<file path="config.mk">
export PLATFORM = sky130hd
export DESIGN_NAME = pc_seq_ctrl
export DESIGN_NICKNAME = d
export VERILOG_FILES = /design/src/rtl/pc_seq_ctrl.sv
export SDC_FILE = /design/constraint.sdc
export NUM_CORES = 1
export LEC_CHECK = 0
export BUFFER_PORTS_ARGS = -buffer_cell sky130_fd_sc_hd__clkbuf_2
export CAP_MARGIN = 5
export CORE_UTILIZATION = 25
export DETAILED_ROUTE_END_ITERATION = 12
export GPL_ROUTABILITY_DRIVEN = 0
export PLACE_DENSITY = 0.67
export SETUP_SLACK_MARGIN = 0.15
export SLEW_MARGIN = 20
export SYNTH_ARGS = -nofsm -noshare
export SYNTH_HDL_FRONTEND = slang
export SYNTH_SLANG_ARGS = --single-unit
</file>
<file path="constraint.sdc">
create_clock -name clk -period 2 [get_ports clk]
set_input_delay 0.4 -clock clk [delete_from_list [all_inputs] [get_ports clk]]
set_output_delay 0.4 -clock clk [all_outputs]
set_load 0.02 [all_outputs]
</file>
<file path="src/rtl/pc_seq_ctrl.sv">
// Program-counter sequencer: boot delay, per-ack PC advance with jump/branch/sequential
// selection, and debug halt/resume. Optional misaligned-redirect trap under PC_MISALIGN_TRAP_EN.
module pc_seq_ctrl #(
  parameter int unsigned  N            = 32,
  parameter logic [N-1:0] RESET_VECTOR = '0,
  parameter int unsigned  BOOT_CYCLES  = 4,
  parameter logic [N-1:0] TRAP_VECTOR  = N'(32'h0000_0100)
) (
  input  logic         clk,
  input  logic         reset,
  input  logic [N-1:0] pc,
  input  logic         imem_ack,
  input  logic         jump,
  input  logic [N-1:0] jump_target,
  input  logic         branch_taken,
  input  logic [N-1:0] branch_target,
  input  logic         halt_req,
  input  logic         resume,
  output logic         load,
  output logic [N-1:0] pc_next,
  output logic         imem_req,
  output logic         halted,
  output logic         misalign,
  output logic [1:0]   state
);

  localparam int unsigned   CW        = $clog2(BOOT_CYCLES) + 1;
  localparam logic [CW-1:0] BOOT_LAST = CW'(BOOT_CYCLES - 1);

  typedef enum logic [1:0] {
    ST_BOOT  = 2'd0,
    ST_FETCH = 2'd1,
    ST_HALT  = 2'd2
  } state_e;

  state_e        state_q, state_d;
  logic [CW-1:0] cnt_q, cnt_d;

  logic [N-1:0] pc_plus4;
  logic         redirect;
  logic [N-1:0] redirect_target;
  logic [N-1:0] step_target;
  logic         step_trap;

  assign pc_plus4        = pc + N'(4);
  assign redirect        = jump | branch_taken;
  assign redirect_target = jump ? jump_target : branch_target;

`ifdef PC_MISALIGN_TRAP_EN
  // Only redirects are screened; pc+4 from an aligned PC can never misalign.
  assign step_trap   = redirect && (redirect_target[1:0] != 2'b00);
  assign step_target = step_trap ? TRAP_VECTOR : (redirect ? redirect_target : pc_plus4);
`else
  logic unused_trap_vector;
  assign unused_trap_vector = ^TRAP_VECTOR;
  assign step_trap          = 1'b0;
  assign step_target        = redirect ? redirect_target : pc_plus4;
`endif

  always_ff @(posedge clk or posedge reset) begin
    if (reset) begin
      state_q <= ST_BOOT;
      cnt_q   <= '0;
    end else begin
      state_q <= state_d;
      cnt_q   <= cnt_d;
    end
  end

  // Fetch handshake: imem_req is a request held high in FETCH until the cycle
  // imem_ack is seen; each req&ack cycle is one completed fetch and yields at
  // most one PC update. imem_ack outside FETCH carries no meaning and is ignored.
  always_comb begin
    state_d  = state_q;
    cnt_d    = cnt_q;
    load     = 1'b0;
    pc_next  = pc_plus4;
    imem_req = 1'b0;
    misalign = 1'b0;
    unique case (state_q)
      ST_BOOT: begin
        pc_next = RESET_VECTOR;
        if (cnt_q == BOOT_LAST) begin
          load    = 1'b1;
          cnt_d   = '0;
          state_d = ST_FETCH;
        end else begin
          cnt_d = cnt_q + CW'(1);
        end
      end
      ST_FETCH: begin
        imem_req = 1'b1;
        if (imem_ack) begin
          if (halt_req) begin
            // PC is left on the halting instruction; redirects are dropped.
            state_d = ST_HALT;
          end else begin
            load     = 1'b1;
            pc_next  = step_target;
            misalign = step_trap;
          end
        end
      end
      ST_HALT: begin
        if (resume) begin
          load    = 1'b1;
          state_d = ST_FETCH;
        end
      end
      default: begin
        state_d = ST_BOOT;
        cnt_d   = '0;
      end
    endcase
  end

  assign halted = (state_q == ST_HALT);
  assign state  = state_q;

endmodule

</file>
=== Word-level counts from Yosys, hierarchy flattened ===
Cells that the tools add are included.

* Register bits: 5
* Output and inout bits: 38
* Logic and storage cells: 33

* Add/sub/neg operators: 2
* Equality and inequality tests: 7
* Muxes and demuxes: 18
* Bitwise gates (word level): 1
* Reductions and logical operators: 3

{| class="wikitable"
|+ Operators by type and width
! cell !! number
|-
| $mux 32 || 4
|-
| $pmux 32 s2 || 1
|-
| $add 32x3->32 const B || 1
|-
| $mux 2 || 4
|-
| $ne 2x2->1 const B || 4
|-
| $pmux 2 s3 || 1
|-
| $pmux 3 s2 || 1
|-
| $mux 1 || 5
|-
| $reduce_and 4->1 || 1
|-
| $add 3x1->3 const B || 1
|-
| $eq 3x2->1 const B || 1
|-
| $mux 3 || 1
|-
| $pmux 1 s3 || 1
|-
| $eq 2x1->1 const B || 1
|-
| $eq 2x2->1 const B || 1
|-
| $logic_not 2->1 || 1
|-
| $reduce_or 2->1 || 1
|-
| $or 1x1->1 || 1
|}

=== Depth between registers and ports, before layout ===
Gate-level depths: netlist of the first run.

* Depth in word-level cells: 5
* Depth in mapped cells: 7
* Depth with buffers taken out: 6

=== Worst setup path before layout of the first run ===
Ideal clock, no wire load.

* Kind: input to output
* Start: input jump
* End: output pc_next[27]
* Data arrival time: 2.038 ns
* Required time: 1.600 ns
* Setup slack: -0.438 ns
* Cell stages on the path: 7
* Cells stage by stage: clkbuf_1 nor2_1 nor3b_1 clkbuf_1 and3_1 and4b_1 nor3_1

* Longest elaborated chain between the ends: 5

{| class="wikitable"
|+ RTL lines
! item !! RTL line !! source
|-
| from (decl) || 13 || <nowiki>input logic jump,</nowiki>
|-
| $mux 32 / $or 1x1->1 (equally long branches) || 47, 46 ||
|-
| $mux 32 (*) || 57 || <nowiki>assign step_target = redirect ? redirect_target : pc_plus4;</nowiki>
|-
| $mux 32 (*) || 94 || <nowiki>if (halt_req) begin</nowiki>
|-
| $mux 32 (*) || 93 || <nowiki>if (imem_ack) begin</nowiki>
|-
| $pmux 32 s2 (*) || 80 || <nowiki>unique case (state_q)</nowiki>
|-
| to (decl) || 20 || <nowiki>output logic [N-1:0] pc_next,</nowiki>
|}

Every way passes the cells marked *; elsewhere a longest branch is shown, timed or not.

=== Worst setup path in the final report of the first run ===
* Start: input pc[8]
* End: output pc_next[15]

* Longest elaborated chain between the ends: 5

{| class="wikitable"
|+ RTL lines
! item !! RTL line !! source
|-
| from (decl) || 11 || <nowiki>input logic [N-1:0] pc,</nowiki>
|-
| $add 32x3->32 (*) || 45 || <nowiki>assign pc_plus4 = pc + N'(4);</nowiki>
|-
| $mux 32 || 57 ||
|-
| $mux 32 || 94 ||
|-
| $mux 32 || 93 ||
|-
| $pmux 32 s2 (*) || 80 ||
|}

Marked as above.

==> results of run 1 <==
==> cells by family (layout without fill, tap and decap cells) <==
| kind of cell | Yosys count | count (layout) | share of synthesized area |
|---|---|---|---|
| compound gates | 48 | 48 | 0.197 |
| xor+xnor | 26 | 26 | 0.141 |
| fa+ha+maj | 6 | 6 | 0.0464 |
| buf+inv | 20 | 223 | 0.0541 |
| flops | 5 | 5 | 0.0773 |
| mux | 34 | 34 | 0.214 |
| other cells | 1 | 1 | 0.00232 |
| simple gates | 78 | 78 | 0.268 |
==> cell usage after synthesis, drive strengths merged (2+ instances only) <==
cell type	number
o22ai	22
nand2	19
and3	3
nor3	5
xnor2	16
mux2i	29
ha	6
o22a	2
clkbuf	7
inv	8
and4b	2
o21ai	11
and4	2
dfrtp	5
o2bb2ai	5
nand4	8
xor2	10
or2	2
mux2	5
buf	5
nor4	5
nor2	15
nand3	13
==> through the flow <==
stage	hold WS [ns]	utilization
floorplan	0.178	-
global placement	0.281	0.516
detailed placement	0.285	0.516
CTS	0.0475	0.615
global route	0.0664	0.673
finish	0.0472	0.673
==> metal layers <==
metal / GRT usage / vias to the layer above / wire, um
li1: - / 1223 / -
met1: 0.230 / 1136 / 2850
met2: 0.420 / 89 / 4230
met3: 0.0143 / 4 / 396
met4: 0.0351 / 0 / 38
met5: 0 / - / 0
==> path summary, 6_finish.rpt <==
path / start / endpoint / slack, ns / depth (start not counted)
hold reg to reg: cnt_q[2] / cnt_q[2] / 0.50 / 1
max in group asynchronous: reset / state[1] / 1.76 / 2
hold / removal: reset / cnt_q[0] / 0.05 / 2
setup / recovery: pc[8] / pc_next[15] / -0.34 / 8
setup reg to reg: state[0] / state[1] / 0.43 / 8
min in group clk: cnt_q[2] / cnt_q[2] / 0.50 / 1
==> sequential cells by signal, indices dropped and copies added, names as in the netlist <==
name,cells
cnt_q,3
state,2
==> power by group <==
| part | switching, W | internal (W) | total, W |
|---|---|---|---|
| sequential | 0.0000359 | 0.000141 | 0.000177 |
| combinational | 0.00164 | 0.00191 | 0.00355 |
| clock | 0.0000558 | 0.000137 | 0.000193 |
| total | 0.00174 | 0.00219 | 0.00392 |
==> cell type report <==
class / instances / area [um2]
fillers: 477 / 1990
well taps: 75 / 93.8
multi-input cells: 193 / 2080
clock buffers: 4 / 45.0
repair buffers: 211 / 1720
flip-flops and latches: 5 / 128
inverters: 8 / 37.5
==> critical path, cell delays in order <==
cell	delay [ns]
buf_6	0.08
nand4_4	0.11
or4_4	0.61
xor2_1	0.18
buf_4	0.16
o21ai_4	0.12
o2bb2ai_2	0.11
clkbuf_8	0.16
==> layout by cell type, fill, tap and decap left out, drive strengths merged <==
master     n
o21bai     1
nand3     13
a21o       1
ha         6
xnor2     16
nand4      8
nand2b     1
xor2      10
a211oi     1
a21oi      1
mux2       5
conb       1
o2111ai    1
o2bb2ai    5
o22ai     22
o21a       1
inv        8
or2        2
nor2      15
clkbuf   106
nor3b      1
nor4       5
a31oi      1
or4        1
and4       2
and3       3
mux2i     29
buf      109
nand3b     1
nand2     19
o22a       2
dfrtp      5
and4b      2
o21ai     11
nor3       5
a31o       1
==> timing repair <==
item	4_1_cts	5_1_grt
setup buffers	8	12
setup endpoints to repair	33	34
gates resized for setup	100	90
cloned	1	0
pin swaps	21	29
==> qor.txt, run 1 <==
Yosys Warn Count: 0
Std-Cell Rows: 28
Die Wd: 82.4 um
Dpl cells: 471
Final nets: 531
Failing checks: setup timing
Clk pin slew, worst setup/hold paths: 0.04 ns
Peak Freq: 0.428 GHz
Slew Limit Fails: 0
Worst slack, placed: -0.409 ns
Syn Inst Count: 218
Seq/Total Area, Yosys: 0.0773
Critical Path Start Type: primary input
Synth Register Bits: 5
Syn nets: 327
Layout area overhead: 154%
Layout Skew: 0.00651 ns
Setup TNS: -4.15 ns
DRC violations left: 0
DR WL/cell: 15.2 um
Pwr/cell area: 956 mW/mm2
Avg Vias per Cell: 4.94
Final wirelength: 7.52 mm
Starting density of the core: 0.265
Fraction of registers with async set or reset after synthesis: 1.00
Outcome: complete, but fails checks
Final hold viol count: 0
Worst hold path class: in2async
Clk root buf: clkbuf_8
Synth cell types: 44
CTS tree: built
Max cap viols: 0
Post-layout power: 0.00392 W
Critical Path RT: 1.60 ns
Min cycle time layout: 2.34 ns
Worst-Skew Late Latency: 0.23 ns
Post-route ant nets: 0
EDFF count, synth: 0
CP endpoint kind: output pin
First-pass GRT wire length: 10.8 mm
Via Count: 2,452
Max clock buf depth: 2
Final worst slack: -0.337 ns
Dpl hpwl: 5.67 mm
Post-Syn Area: 0.00162 mm2
Num ports: 141
GR Overflow Total: 0
Max rail drop VDD: 1.08 mV
Worst EP arrival: 1.94 ns
Diode count: 0
Synth top area share: 0.179
Area leader, netlist: mux2i_1
Number of global-route vias before repair: 2,346
Post-DP Area: 0.00315 mm2
Hold-fix buffers at CTS: 0
1st-pass router iterations: 4
I/O Buffers: 139
Synth area leaders: mux2i_1 (18%), xnor2_1 (8.7%), o22ai_1 (8.1%)
TritonCTS sink count: 5
Prevailing post-synth register cell: dfrtp_1
Crit path kind: in2out
Share of layout cells above drive strength 1: 0.739
Die area: 0.00680 mm2
LEAKAGE: 1.91 nW
Overall Global Routing Usage: 0.206
H-tree Lvls: 1
RSZ-0062 raised after global routing: yes
Total CTS buffers: 3
Initial antenna violation count: 0
Floorplan core area: 0.00610 mm2
Post-route cell area: 0.00410 mm2
DRT iter0 DRCs: 56
Largest net degree at the start of global routing: 21
Syn Area/Cell: 7.42 um2
Setup violations, final: 29
Vert. Die Dim: 82.4 um
Worst-path fanout max: 7
Layout Cells excl Fill: 496
Final Cycle Share: 1.17
No activity file was read; power rests on OpenSTA's default activity.
==> run 2, diff against run 1 <==
CTS_BUF_LIST = sky130_fd_sc_hd__clkbuf_8   (was default)
==> run 2 against run 1 <==
  * The flow still finishes with violations (setup timing)
  * First-iteration DRC count did not move
  * Final area did not move
  * Highest routed layer unchanged
  * Worst hold slack barely moved
  * Combinational power barely moved
  * Critical path type unchanged
==> qor.txt, run 2 (synthesis results as in run 1) <==
FF-to-FF path depth: 8 (unchanged)
Largest net degree at the start of global routing: 21 (unchanged)
Max cap viols: 0 (unchanged)
Worst hold slack: 0.0472 ns (about the same)
M2 GR Usage: 0.420 (unchanged)
Final hold viol count: 0 (unchanged)
Worst EP arrival: 1.94 ns (about the same)
Min cycle time layout: 2.34 ns (unchanged)
Slew Limit Fails: 0 (unchanged)
Std-Cell Rows: 28 (unchanged)
Vert. Die Dim: 82.4 um (unchanged)
Multi-input gate area: 0.00208 mm2 (unchanged)
Slowest CP cell: or4_4 (unchanged)
Layout area overhead: 154% (unchanged)
GR Overflow Total: 0 (unchanged)
Dpl cells: 471 (unchanged)
Fillers: 477 (unchanged)
H-tree Lvls: 1 (unchanged)
Share of layout cells above drive strength 1: 0.739 (unchanged)
I/O Buffers: 139 (unchanged)
Layout Skew: 0.00619 ns (was 0.00651 ns)
Die area: 0.00680 mm2 (unchanged)
Critical Path RT: 1.60 ns (about the same)
Final Cycle Share: 1.17 (unchanged)
Failing checks: setup timing (unchanged)
Crit-path cells: buf_6 -> nand4_4 -> or4_4 -> xor2_1 -> buf_4 -> o21ai_4 -> o2bb2ai_2 -> clkbuf_8 (unchanged)
Worst path max stage delay: 0.61 ns (about the same)
Peak Freq: 0.428 GHz (unchanged)
Met1 usage: 0.230 (unchanged)
Most common cell after layout, fill and taps aside: clkbuf_2 (unchanged)
Pwr/cell area: 955 mW/mm2 (was 956 mW/mm2)
Die Wd: 82.4 um (unchanged)
Max rail drop VDD: 1.08 mV (about the same)
Reg-to-reg endpoint: state[1] (unchanged)
Final wirelength: 7.52 mm (about the same)
Total CTS buffers: 3 (unchanged)
Avg Vias per Cell: 4.94 (unchanged)
Most frequent cells in the layout: clkbuf_2 (93), buf_4 (58), mux2i_1 (29), buf_6 (24), buf_8 (20) (unchanged)
Post-route ant nets: 0 (unchanged)
Via Count: 2,452 (unchanged)
Register area: 128 um2 (unchanged)
Critical R2R Launch: state[0] (unchanged)
Clk root buf: clkbuf_8 (unchanged)
LEAKAGE: 1.92 nW (was 1.91 nW)
Met3 Use GR: 0.0143 (unchanged)
CTS tree: built (unchanged)
Worst hold path class: in2async (unchanged)
1st-pass router iterations: 4 (unchanged)
Diode count: 0 (unchanged)
Final nets: 531 (unchanged)
Clk pin slew, worst setup/hold paths: 0.04 ns (about the same)
Starting density of the core: 0.265 (unchanged)
Floorplan core area: 0.00610 mm2 (unchanged)
Flop-to-flop setup slack: 0.43 ns (about the same)
Num ports: 141 (unchanged)
Final worst slack: -0.337 ns (unchanged)
Post-DP Area: 0.00315 mm2 (unchanged)
Outcome: complete, but fails checks (unchanged)
Critical Path Start Type: primary input (unchanged)
Gr busiest metal: met2 (unchanged)
DRT iter0 DRCs: 56 (unchanged)
RSZ-0062 raised after global routing: yes (unchanged)
Reg with most FFs: cnt_q (unchanged)
Dpl hpwl: 5.67 mm (unchanged)
Overall Global Routing Usage: 0.206 (unchanged)
DR WL/cell: 15.2 um (about the same)
TritonCTS sink count: 5 (unchanged)
DRC violations left: 0 (unchanged)
Worst-Skew Late Latency: 0.23 ns (about the same)
Number of global-route vias before repair: 2,346 (unchanged)
Worst slack, placed: -0.409 ns (unchanged)
CP endpoint kind: output pin (unchanged)
Post-route cell area: 0.00410 mm2 (unchanged)
Setup violations, final: 29 (unchanged)
Worst-path fanout max: 7 (unchanged)
First-pass GRT wire length: 10.8 mm (unchanged)
Layout Cells excl Fill: 496 (unchanged)
Initial antenna violation count: 0 (unchanged)
Max clock buf depth: 2 (unchanged)
Crit path kind: in2out (unchanged)
Max reg flops: 3 (unchanged)
-- run 2: cell count changes in the layout (fill, tap and decap cells not counted), sizes merged --
cell,previous run,this run
inv,8,9
clkbuf,106,105
-- run 2: area by class of cell --
cell class | instances | share of cell area
well taps | 75 | 0.0229
clock buffers | 3 | 0.0101
multi-input cells | 193 | 0.508
inverters | 8 | 0.00915
flip-flops and latches | 5 | 0.0311
repair buffers | 211 | 0.418
clock inverters | 1 | 0.000915
-- run 2: how the worst max path moves through the flow --
stage,from,to,slack (ns),cells past startpoint
3_3_place_gp,pc[10],pc_next[15],-0.40,8
2_1_floorplan,pc[10],pc_next[31],-0.25,6
6_report,pc[8],pc_next[15],-0.34,8
5_1_grt,pc[12],pc_next[15],-0.39,8
4_1_cts,pc[5],pc_next[31],-0.35,7
3_5_place_dp,pc[10],pc_next[27],-0.41,8
-- run 2: per-stage QoR --
stage / utilization / TNS (ns) / power, W
2_1_floorplan: - / -1.69 / 0.00188
5_1_grt: 0.673 / -6.13 / 0.00413
3_3_place_gp: 0.516 / -5.97 / 0.00267
4_1_cts: 0.615 / -4.55 / 0.00360
3_5_place_dp: 0.516 / -6.30 / 0.00271
6_report: 0.673 / -4.15 / 0.00392
-- run 2: worst max-delay path, delay by kind of cell --
kind / cells / cell delay [ns]
AOI/OAI and AO/OA: 2 / 0.23
and+or+nand+nor: 2 / 0.72
buffers and inverters: 3 / 0.40
xor gates and xnor gates: 1 / 0.18
-- run 2: per-layer routing --
| metal | vias to the layer above | wire, um |
|---|---|---|
| li1 | 1223 | - |
| met3 | 4 | 397 |
| met2 | 89 | 4230 |
| met4 | 0 | 38 |
| met5 | - | 0 |
| met1 | 1136 | 2850 |
-- run 2: repair_timing --
item	in CTS	in global routing
hold buffers	0	0
setup endpoints to repair	33	34
pin swaps	21	29
resized for setup	100	90
buffers inserted	8	12
hold endpoints to repair	0	0
gates cloned	1	0
-- run 2: report_power, final --
group          internal, W  switching, W  total, W
clock network     0.000132     0.0000561  0.000188
logic              0.00191       0.00164   0.00355
registers         0.000141     0.0000359  0.000177
==> run 3, diff against run 2 <==
PLACE_DENSITY = 0.65   (was 0.67)
clock period = 2.9 ns   (was 2 ns; I/O delays follow)
==> run 3 against run 2 <==
  * The flow now finishes without violations
  * Core utilization fell by 25 points
  * Non-clock buffer count shrank 61
  * Worst hold slack better by 0.18 ns
  * Count of clock-buffer cells in the layout is the same
  * Flip-flop and latch count stayed put
  * Wire length decreased by 21%
  * Final area shrank 37%
  * Combinational power down 65%
  * Clock power shrank 35%
  * Clock skew is 0.0060 ns lower
  * Largest cell class unchanged
==> qor.txt, run 3 (synthesis results as in run 1) <==
Critical Path RT: 2.32 ns (was 1.60 ns)
Avg Vias per Cell: 5.01 (was 4.94)
Worst-Skew Late Latency: 0.22 ns (was 0.23 ns)
Dpl hpwl: 5.10 mm (was 5.67 mm)
Min cycle time layout: 2.73 ns
Most common cell after layout, fill and taps aside: clkbuf_2 (unchanged)
Register area: 125 um2 (was 128 um2)
Overall Global Routing Usage: 0.167 (was 0.206)
Layout area overhead: 60.3% (was 154%)
Critical Path Start Type: primary input (unchanged)
Initial antenna violation count: 0 (unchanged)
Setup TNS: 0 ns (was -4.15 ns)
Register share of total power: 0.080 (was 0.045)
Pwr/cell area: 576 mW/mm2 (was 955 mW/mm2)
Die Wd: 82.4 um (unchanged)
DR WL/cell: 13.7 um (was 15.2 um)
Outcome: finished, final reports clean (was complete, but fails checks)
Final nets: 470 (was 531)
Max rail drop VDD: 0.237 mV (was 1.08 mV)
Peak Freq: 0.367 GHz
First-pass GRT wire length: 8.80 mm (was 10.8 mm)
Post-layout power: 0.00149 W (was 0.00392 W)
Comb power frac: 0.838 (was 0.907)
Switching Share: 0.560 (was 0.443)
Slew Limit Fails: 0 (unchanged)
H-tree Lvls: 1 (unchanged)
1st-pass router iterations: 4 (unchanged)
DRT iter0 DRCs: 85 (was 56)
Dpl cells: 429 (was 471)
I/O Buffers: 139 (unchanged)
Psw: 0.000836 W (was 0.00174 W)
Std-Cell Rows: 28 (unchanged)
Num ports: 141 (unchanged)
Share of layout cells above drive strength 1: 0.494 (was 0.739)
Worst hold path class: in2async (unchanged)
CTS tree: built (unchanged)
Vert. Die Dim: 82.4 um (unchanged)
Floorplan core area: 0.00610 mm2 (unchanged)
Final wirelength: 5.97 mm (was 7.52 mm)
Diode count: 0 (unchanged)
Final hold viol count: 0 (unchanged)
RSZ-0062 raised after global routing: yes (unchanged)
GR Overflow Total: 0 (unchanged)
Worst EP arrival: 2.15 ns (was 1.94 ns)
Clk root buf: clkbuf_8 (unchanged)
CP endpoint kind: output pin (unchanged)
Slew @ Worst Pin: 0.594 ns
Final Cycle Share: 0.940
Fillers: 655 (was 477)
Final worst slack: 0.175 ns (was -0.337 ns)
Die area: 0.00680 mm2 (unchanged)
Largest net degree at the start of global routing: 28 (was 21)
Number of global-route vias before repair: 1,951 (was 2,346)
Layout Cells excl Fill: 435 (was 496)
Multi-input gate area: 0.00147 mm2 (was 0.00208 mm2)
DRC violations left: 0 (unchanged)
Crit-path cells: buf_2 -> inv_2 -> or4_4 -> nor3_1 -> xnor2_1 -> o22ai_1 -> clkbuf_2 (was buf_6 -> nand4_4 -> or4_4 -> xor2_1 -> buf_4 -> o21ai_4 -> o2bb2ai_2 -> clkbuf_8)
Max clock buf depth: 2 (unchanged)
TritonCTS sink count: 5 (unchanged)
Total CTS buffers: 3 (unchanged)
Setup violations, final: 0 (was 29)
Clk pin slew, worst setup/hold paths: 0.03 ns (was 0.04 ns)
Worst-path fanout max: 7 (unchanged)
Worst slack, placed: 0.130 ns (was -0.409 ns)
Slowest CP cell: or4_4 (unchanged)
LEAKAGE: 1.29 nW (was 1.92 nW)
Crit path kind: in2out (unchanged)
Slew margin rel.: 0.602
Clock power frac: 0.082 (was 0.048)
Post-route core utilization: 0.425 (was 0.673)
Post-route ant nets: 0 (unchanged)
Max reg flops: 3 (unchanged)
Hold-fix buffers at CTS: 0 (unchanged)
Max cap viols: 0 (unchanged)
Via Count: 2,181 (was 2,452)
Pint: 0.000657 W (was 0.00218 W)
Layout Skew: 0.000199 ns (was 0.00619 ns)
Most frequent cells in the layout: clkbuf_2 (128), mux2i_1 (29), o22ai_1 (21), nand2_1 (19) (was clkbuf_2 (93), buf_4 (58), mux2i_1 (29), buf_6 (24), buf_8 (20))
Reg with most FFs: cnt_q (unchanged)
Starting density of the core: 0.265 (unchanged)
Worst path max stage delay: 0.61 ns (about the same)
run 3: metrics by stage:
step | hold slack (ns) | area (um2)
global placement | 0.464 | 2430
CTS | 0.234 | 2480
detailed placement | 0.464 | 2430
finish | 0.229 | 2590
floorplan | 0.359 | 1620
global route | 0.249 | 2590
run 3: cell type report:
| cell class | instances | area share |
|---|---|---|
| Sequential cell | 5 | 0.0482 |
| Clock buffer | 3 | 0.0159 |
| Clock inverter | 1 | 0.00145 |
| Timing Repair Buffer | 150 | 0.321 |
| Multi-Input combinational cell | 193 | 0.565 |
| Inverter | 8 | 0.0116 |
| Tap cell | 75 | 0.0362 |
run 3: critical path: cells and delay by family:
family / cells / cell delay, ns
compound gates: 1 / 0.09
simple gates: 2 / 0.92
xor+xnor: 1 / 0.16
buf+inv: 3 / 0.39
run 3: path summary, 6_finish.rpt:
check	slack [ns]	endpoint	depth (start not counted)	start
worst max-delay path	0.17	pc_next[23]	7	pc[14]
worst max register to register	1.34	state[0]	6	state[1]
worst min-delay path	0.23	state[1]	2	reset
worst min register to register	0.47	cnt_q[2]	1	cnt_q[2]
min in group clk	0.47	cnt_q[2]	1	cnt_q[2]
max in group asynchronous	2.51	cnt_q[2]	2	reset
run 3: timing repair:
action,CTS,global route
pin swaps,0,5
gates cloned,0,0
setup buffers,0,2
gates resized for setup,2,37
setup endpoints to repair,23,25
run 3: per-layer routing:
layer,routed length [um],part of all wire,global-route usage
met1,2510,0.42,0.208
met2,3070,0.51,0.304
met3,360,0.060,0.0187
met4,33,0.0055,0.0368
met5,0,0,0
run 3: power groups by stage:
stage                     clock network, W  registers [W]  logic, W
final                             0.000122       0.000120   0.00125
after global routing              0.000128       0.000121   0.00136
after CTS                         0.000125       0.000118   0.00123
after detailed placement                 0       0.000119   0.00122
after global placement                   0       0.000118   0.00121
after floorplan                          0       0.000131  0.000777
